**config.mk**
```make
export PLATFORM = sky130hd
export DESIGN_NAME = calc_sequencer
export DESIGN_NICKNAME = d
export VERILOG_FILES = /design/src/rtl/calc_sequencer.sv
export SDC_FILE = /design/constraint.sdc
export NUM_CORES = 1
export LEC_CHECK = 0
export CORE_MARGIN = 2
export CORE_UTILIZATION = 35
export DETAILED_ROUTE_END_ITERATION = 16
export PLACE_DENSITY = 0.7
export SYNTH_ARGS = -nofsm -noshare
export SYNTH_HDL_FRONTEND = slang
export SYNTH_SLANG_ARGS = --single-unit
```
**constraint.sdc**
```tcl
create_clock -name clk -period 2.7 [get_ports clk]
set_input_delay 0.54 -clock clk [delete_from_list [all_inputs] [get_ports clk]]
set_output_delay 0.54 -clock clk [all_outputs]
set_load 0.01 [all_outputs]
```
**src/rtl/calc_sequencer.sv**
```systemverilog
// Push-button calculator sequencer: captures mode, op and operands from switches,
// starts the ALU, waits for a result or timeout, shows it and sends it as two UART bytes.
module calc_sequencer #(
    parameter int ALU_TIMEOUT = 16
) (
    input  logic        clk,
    input  logic        rst,
    input  logic        enable,
    input  logic [15:0] switches,
    output logic [1:0]  alu_mode,
    output logic [3:0]  alu_op,
    output logic [15:0] alu_a,
    output logic [15:0] alu_b,
    output logic        alu_start,
    input  logic        alu_done,
    input  logic [15:0] alu_result,
    output logic [7:0]  tx_data,
    output logic        tx_valid,
    input  logic        tx_ready,
    output logic [15:0] leds,
    output logic [2:0]  state_o,
    output logic        err
);

    localparam int CNT_W = $clog2(ALU_TIMEOUT + 1);
    localparam logic [CNT_W-1:0] CNT_LAST = CNT_W'(ALU_TIMEOUT - 1);

    typedef enum logic [2:0] {
        IDLE   = 3'b000,
        GET_OP = 3'b001,
        GET_A  = 3'b010,
        GET_B  = 3'b011,
        EXEC   = 3'b100,
        WAIT   = 3'b101,
        SHOW   = 3'b110,
        SEND   = 3'b111
    } state_t;

    state_t           state_q, state_d;
    logic             sync1_q, sync1_d;
    logic             sync2_q, sync2_d;
    logic             prev_q, prev_d;
    logic [1:0]       fill_q, fill_d;
    logic             armed_q, armed_d;
    logic [CNT_W-1:0] cnt_q, cnt_d;
    logic [15:0]      result_q, result_d;
    logic             byte_sel_q, byte_sel_d;
    logic [1:0]       alu_mode_q, alu_mode_d;
    logic [3:0]       alu_op_q, alu_op_d;
    logic [15:0]      alu_a_q, alu_a_d;
    logic [15:0]      alu_b_q, alu_b_d;
    logic             alu_start_q, alu_start_d;
    logic [7:0]       tx_data_q, tx_data_d;
    logic             tx_valid_q, tx_valid_d;
    logic [15:0]      leds_q, leds_d;
    logic             err_q, err_d;
    logic             press;

    // The button only arms once the synchronizer has seen it released after reset,
    // so a press held through reset release never becomes an event.
    assign press = sync2_q & ~prev_q & armed_q;

    always_comb begin
        // NOTE: every *_d starts from its *_q so no branch below can infer a latch.
        state_d     = state_q;
        cnt_d       = cnt_q;
        result_d    = result_q;
        byte_sel_d  = byte_sel_q;
        alu_mode_d  = alu_mode_q;
        alu_op_d    = alu_op_q;
        alu_a_d     = alu_a_q;
        alu_b_d     = alu_b_q;
        alu_start_d = 1'b0;
        tx_data_d   = tx_data_q;
        tx_valid_d  = tx_valid_q;
        err_d       = err_q;

        sync1_d = enable;
        sync2_d = sync1_q;
        prev_d  = sync2_q;
        fill_d  = {fill_q[0], 1'b1};
        armed_d = armed_q | (fill_q[1] & ~sync2_q);

        case (state_q)
            IDLE: begin
                // Modes 01 (arith) and 11 (logic) both have bit 0 set.
                if (press && switches[0]) begin
                    alu_mode_d = switches[1:0];
                    err_d      = 1'b0;
                    state_d    = GET_OP;
                end
            end
            GET_OP: begin
                if (press) begin
                    alu_op_d = switches[3:0];
                    state_d  = GET_A;
                end
            end
            GET_A: begin
                if (press) begin
                    alu_a_d = switches;
                    state_d = GET_B;
                end
            end
            GET_B: begin
                if (press) begin
                    alu_b_d     = switches;
                    alu_start_d = 1'b1;
                    state_d     = EXEC;
                end
            end
            EXEC: begin
                cnt_d   = '0;
                state_d = WAIT;
            end
            WAIT: begin
                if (alu_done) begin
                    result_d = alu_result;
                    state_d  = SHOW;
                end else if (cnt_q == CNT_LAST) begin
                    result_d = 16'hFFFF;
                    err_d    = 1'b1;
                    state_d  = SHOW;
                end else begin
                    cnt_d = cnt_q + CNT_W'(1);
                end
            end
            SHOW: begin
                if (press) begin
                    tx_data_d  = result_q[15:8];
                    tx_valid_d = 1'b1;
                    byte_sel_d = 1'b0;
                    state_d    = SEND;
                end
            end
            SEND: begin
                if (tx_valid_q && tx_ready) begin
                    if (!byte_sel_q) begin
                        tx_data_d  = result_q[7:0];
                        byte_sel_d = 1'b1;
                    end else begin
                        tx_valid_d = 1'b0;
                        state_d    = IDLE;
                    end
                end
            end
            default: state_d = IDLE;
        endcase

        leds_d = (state_d == SHOW || state_d == SEND) ? result_d : {13'b0, state_d};
    end

    // NOTE: reset is synchronous and clears every flop, including the result register.
    always_ff @(posedge clk) begin
        if (rst) begin
            state_q     <= IDLE;
            sync1_q     <= 1'b0;
            sync2_q     <= 1'b0;
            prev_q      <= 1'b0;
            fill_q      <= '0;
            armed_q     <= 1'b0;
            cnt_q       <= '0;
            result_q    <= '0;
            byte_sel_q  <= 1'b0;
            alu_mode_q  <= '0;
            alu_op_q    <= '0;
            alu_a_q     <= '0;
            alu_b_q     <= '0;
            alu_start_q <= 1'b0;
            tx_data_q   <= '0;
            tx_valid_q  <= 1'b0;
            leds_q      <= '0;
            err_q       <= 1'b0;
        end else begin
            // NOTE: non-blocking assignments so every flop samples the pre-edge values.
            state_q     <= state_d;
            sync1_q     <= sync1_d;
            sync2_q     <= sync2_d;
            prev_q      <= prev_d;
            fill_q      <= fill_d;
            armed_q     <= armed_d;
            cnt_q       <= cnt_d;
            result_q    <= result_d;
            byte_sel_q  <= byte_sel_d;
            alu_mode_q  <= alu_mode_d;
            alu_op_q    <= alu_op_d;
            alu_a_q     <= alu_a_d;
            alu_b_q     <= alu_b_d;
            alu_start_q <= alu_start_d;
            tx_data_q   <= tx_data_d;
            tx_valid_q  <= tx_valid_d;
            leds_q      <= leds_d;
            err_q       <= err_d;
        end
    end

    assign alu_mode  = alu_mode_q;
    assign alu_op    = alu_op_q;
    assign alu_a     = alu_a_q;
    assign alu_b     = alu_b_q;
    assign alu_start = alu_start_q;
    assign tx_data   = tx_data_q;
    assign tx_valid  = tx_valid_q;
    assign leds      = leds_q;
    assign state_o   = state_q;
    assign err       = err_q;

endmodule

```
After elaboration in Yosys (flattened, before gate mapping)
Cells that the tools add are included.
- flip-flop bits (word level): 96
- logic and storage cells: 99
- bits of input ports: 37
- eq/ne operators: 18
- reductions and logical operators: 18
- muxes and demuxes: 34
- bitwise operators: 8
- $add $sub $neg: 1
- operator list (cell ; count):
    $mux 16 ; 3
    $mux 3 ; 10
    $mux 8 ; 3
    $pmux 3 s8 ; 1
    $eq 3x3->1 const B ; 6
    $ne 2x2->1 const B ; 8
    $pmux 8 s2 ; 1
    $reduce_and 4->1 ; 3
    $mux 1 ; 10
    $mux 5 ; 2
    $pmux 5 s2 ; 1
    $reduce_and 2->1 ; 4
    $eq 3x2->1 const B ; 2
    $pmux 1 s2 ; 3
    $reduce_and 3->1 ; 2
    $reduce_bool 2->1 ; 3
    $add 5x1->5 const B ; 1
    $eq 5x4->1 const B ; 1
    $not 1->1 ; 4
    $reduce_or 2->1 ; 2
    $and 1x1->1 ; 3
    $eq 3x1->1 const B ; 1
    $logic_not 3->1 ; 1
    $logic_and 1x1->1 ; 2
    other kinds (2) ; 2

Logic depth before layout (Yosys ltp)
- depth after elaboration: 10
- mapped depth: 9
- mapped depth without buffers: 7

Least setup slack after synthesis
OpenSTA, ideal clock, no wires.
- path kind: reg2reg
- start: reg cnt_q[0]
- end: reg leds_q[1], in the netlist leds[1]
- slack: 0.778 ns
- buffers on the path: 1
- arrival time: 1.783 ns
- required time: 2.561 ns
- stages on the path, launching flop included: 9
- setup time: 0.139 ns
- cells stage by stage: dfxtp_1 -> ha_1 -> and3_1 -> ha_1 -> or2_1 -> and2_1 -> buf_2 -> o22ai_1 -> a2111oi_4
- word-level cells in the longest chain between the ends: 7
- elaborated cells on any way between the ends: 11
- classes of those cells: eq/ne (3); mux (7); reduce/logical (1)
- RTL lines (item ; line ; text):
    start, declared ; 45 ; logic [CNT_W-1:0] cnt_q, cnt_d;
    start signal, assigned ; 182 ; cnt_q <= cnt_d;
    $eq 5x4->1 * ; 120 ; end else if (cnt_q == CNT_LAST) begin
    $mux 3 ; 120 ;
    $mux 3 ; 117 ; if (alu_done) begin
    $pmux 3 s8 ; 84 ; case (state_q)
    $eq 3x3->1 ; 150 ; leds_d = (state_d == SHOW || state_d == SEND) ? result_d : {13'b0, state_d};
    $logic_or 1x1->1 ; 150 ;
    $mux 3 * ; 150 ;
    end signal, assigned ; 192 ; leds_q <= leds_d;
    end, declared ; 55 ; logic [15:0] leds_q, leds_d;
Every way passes the cells marked *; elsewhere a longest branch is shown, timed or not.
A chain may end at the register's enable or synchronous reset.

Worst setup path after layout
- start: reg state_q[0], in the netlist state_o[0]
- end: out state_o[0]
- RTL lines (item ; line ; text):
    start, declared ; 39 ; state_t state_q, state_d;
    start signal, assigned ; 176 ; state_q <= state_d;
    end, declared ; 21 ; output logic [2:0] state_o,
No word-level cell between the ends.

==> impl_metrics.ini <==
[timing]
timing.final.ws_setup_ns = 0.473
fin_crit_ns = 2.23
period_share_pct = 82.5
clock.fmax_mhz = 449
rsz0062_at_grt = no
clock_skew_ns = 0.0113
finalSetupTns_ns = 0
final-max-slew-violation-count = 0
max_slew_margin_pct = 55.3
hold_viol = 0
finalSetupViolCount = 0
worst_slew_pin_slew_ns = 0.666

[floorplan]
die_w_um = 105
num_rows = 36
dieHeight_um = 105
core_um2 = 9820
start_util_pct = 36.2
dieArea_um2 = 11000
pin_count = 105

[worst_setup_path]
cp_cell_sequence = clkdlybuf4s50_1
path_delay_family = flip-flops
arrival_ns = 1.69
slowest_delay_ns = 0.69
critPathSlowestCell = dfxtp_1
startpoint_type = register
worstSetupPathType = register to primary output
rr_worst_depth = 7
crit_buf_inv = 1
critPathCaptureType = primary output
worstReg2RegStart = cnt_q[0]$_SDFFE_PP0P_
crit_path_start = state_o[0]$_SDFF_PP0_
r2r_end = leds[0]$_SDFF_PP0_
path_max_fanout = 19
reg2reg_slack_ns = 0.59
cp_data_required_time_ns = 2.16

[worst_hold_path]
hold_path_depth = 1
worstHoldEndpoint = prev_d$_SDFF_PP0_
hold_class = register to register
worstHoldStart = sync1_q$_SDFF_PP0_

[routing]
drt_iter0_drc = 173
vias_per_cell = 4.85
wirelength_um = 8950
firstDrtPassIters = 4
remaining_drc_errors = 0
wl_per_cell_um = 14.1
ant_nets = 0
num_vias = 3073

[clock_network]
clock_path_buffers = 2
htreeDepth = 3
cts_resized = 0
ctsHoldBuffers = 0
cts_setup_buffers = 0
cts_tree = built
clock-sinks = 96
cts_root_buffer = clkbuf_8
path_clk_slew_ns = 0.09
cts_made_buffers = 9
clk_latency_ns = 0.35

[power]
power_mw = 2.67
switching_share_pct = 20.6
powerDensity_nw_per_um2 = 543
cellLeakagePower_nw = 1.76
clock_power_share_pct = 43.1
p_int_mw = 2.12
p_comb_share_pct = 3.6
seqPwrFrac_pct = 53.3
vdd_ir_drop_max_v = 0.000331
switchingPower_mw = 0.552

[grt]
grt_pass1_vias = 2960
antenna_found_initial = 0
grt_overflow_total = 0
grt_max_degree = 33
track_usage_pct = 16.5
grt_first_pass_wirelength_um = 14800

[synth]
synthesis.nets = 440
synthDistinctLibCells = 42
syn_area_um2 = 3560
ys_ff_latch = 96
synthCells = 401
syn_area_per_cell_um2 = 8.87
synthFlopType = dfxtp_1
ys_async_sr_fraction_pct = 0
yosys_warnings = 0
synth_edf_count = 0
yosysSeqAreaShare_pct = 54.0

[placement]
post-place-ws_ns = 0.479
place.gp.congestion = 0.744
hpwl_um = 6410
io_buffer_count = 104

[cells_and_area]
fill_cells = 947
drive_above_1_share_pct = 6.40
n_antenna_cell = 0
area_growth_pct = 38.4
num-nets-final = 534

[outcome]
status = finished, final reports clean

[flow_run]
drv_cap = 0
==> routing by layer <==
| layer | vias to the layer above | GRT usage [%] | wire (µm) |
|---|---|---|---|
| met5 | - | 0 | 0 |
| met4 | 0 | 5.33 | 108 |
| met3 | 6 | 3.74 | 401 |
| met2 | 67 | 27.4 | 4360 |
| met1 | 1448 | 21.1 | 4090 |
| li1 | 1552 | - | - |
==> sequential cells by signal, summed over array words and instances, names as in the netlist <==
signal      flops
leds           16
alu_b          16
result_q       16
tx_valid        1
alu_a          16
sync1_q         1
cnt_q           5
alu_op          4
prev_q          1
alu_mode        2
tx_data         8
err             1
alu_start       1
state_o         3
armed_q         1
prev_d          1
fill_q          2
byte_sel_q      1
==> cell usage in the layout (no fill, tap or decap), types with 3 or more instances in the layout <==
cell and n:
and3_1 5, clkdlybuf4s50_1 103, and3b_1 3, and2_1 4, a211oi_1 9, o21ai_0 3
nor2_1 53, dfxtp_1 96, bufinv_16 3, xor2_1 3, mux2i_1 13, nand2_1 73
nor3_1 17, nand3_1 5, inv_1 5, nor2b_1 5, nand4b_1 4, clkbuf_8 10
nor4_1 14, buf_4 7, a21oi_1 37
==> per-stage QoR <==
stage	cells	util, %	area (µm²)	hold slack (ns)
5_1_grt	633	50.1	4920	0.459
3_3_place_gp	617	47.6	4670	0.421
6_report	633	50.1	4920	0.442
3_5_place_dp	617	47.6	4670	0.425
4_1_cts	633	50.1	4920	0.445
2_1_floorplan	401	-	3560	0.414
==> area by class of cell <==
cell class,count,area (µm²),area share [%]
repair buffers,111,1090,22.1
clock buffers,10,138,2.80
inverters,5,18.8,0.381
multi-input cells,272,1480,30.0
clock inverters,6,113,2.29
flip-flops and latches,96,1920,39.0
well taps,133,166,3.38
==> synth_stat cells, drive strengths merged, types with 4 or more instances <==
| master | n | area [µm²] |
|---|---|---|
| inv | 5 | 18.8 |
| nor4 | 14 | 87.6 |
| dfxtp | 96 | 1920 |
| buf | 15 | 91.3 |
| mux2i | 13 | 130 |
| nor2 | 53 | 199 |
| nor2b | 5 | 31.3 |
| and3 | 6 | 42.5 |
| nor3 | 17 | 85.1 |
| nand3 | 5 | 25.0 |
| clkbuf | 13 | 48.8 |
| a21oi | 37 | 185 |
| and2 | 4 | 25.0 |
| a211oi | 9 | 67.6 |
| nand4b | 4 | 35.0 |
| nand2 | 73 | 274 |
==> cell families (layout without fill, tap and decap cells) <==
logic type | count (synthesis) | count (layout) | share of synthesized area (%)
multiplexers | 14 | 14 | 3.97
flip-flops | 96 | 96 | 54.0
adder cells (fa/ha/maj) | 2 | 2 | 0.703
AND/OR/NAND/NOR | 191 | 191 | 24.9
AO/OA/AOI/OAI | 62 | 62 | 11.2
XOR/XNOR | 3 | 3 | 0.739
buffers and inverters | 33 | 132 | 4.47
==> power groups by stage <==
stage | clock (mW) | combinational [mW] | sequential [mW]
after floorplan | 0 | 0.0287 | 1.46
after global placement | 0 | 0.0951 | 1.46
after detailed placement | 0 | 0.0961 | 1.46
after CTS | 1.17 | 0.0968 | 1.42
after global routing | 1.24 | 0.104 | 1.42
final | 1.15 | 0.0962 | 1.42
==> how the worst max path moves through the flow <==
| stage | slack, ns | depth (start not counted) | endpoint |
|---|---|---|---|
| 6_report | 0.47 | 1 | state_o[0] |
| 5_1_grt | 0.37 | 1 | state_o[0] |
| 4_1_cts | 0.47 | 1 | state_o[0] |
| 3_5_place_dp | 0.48 | 5 | tx_data[2]$_SDFFE_PP0P_ |
| 3_3_place_gp | 0.59 | 5 | leds[0]$_SDFF_PP0_ |
| 2_1_floorplan | 0.78 | 8 | leds[1]$_SDFF_PP0_ |
Power figures use the tool's default switching activity.
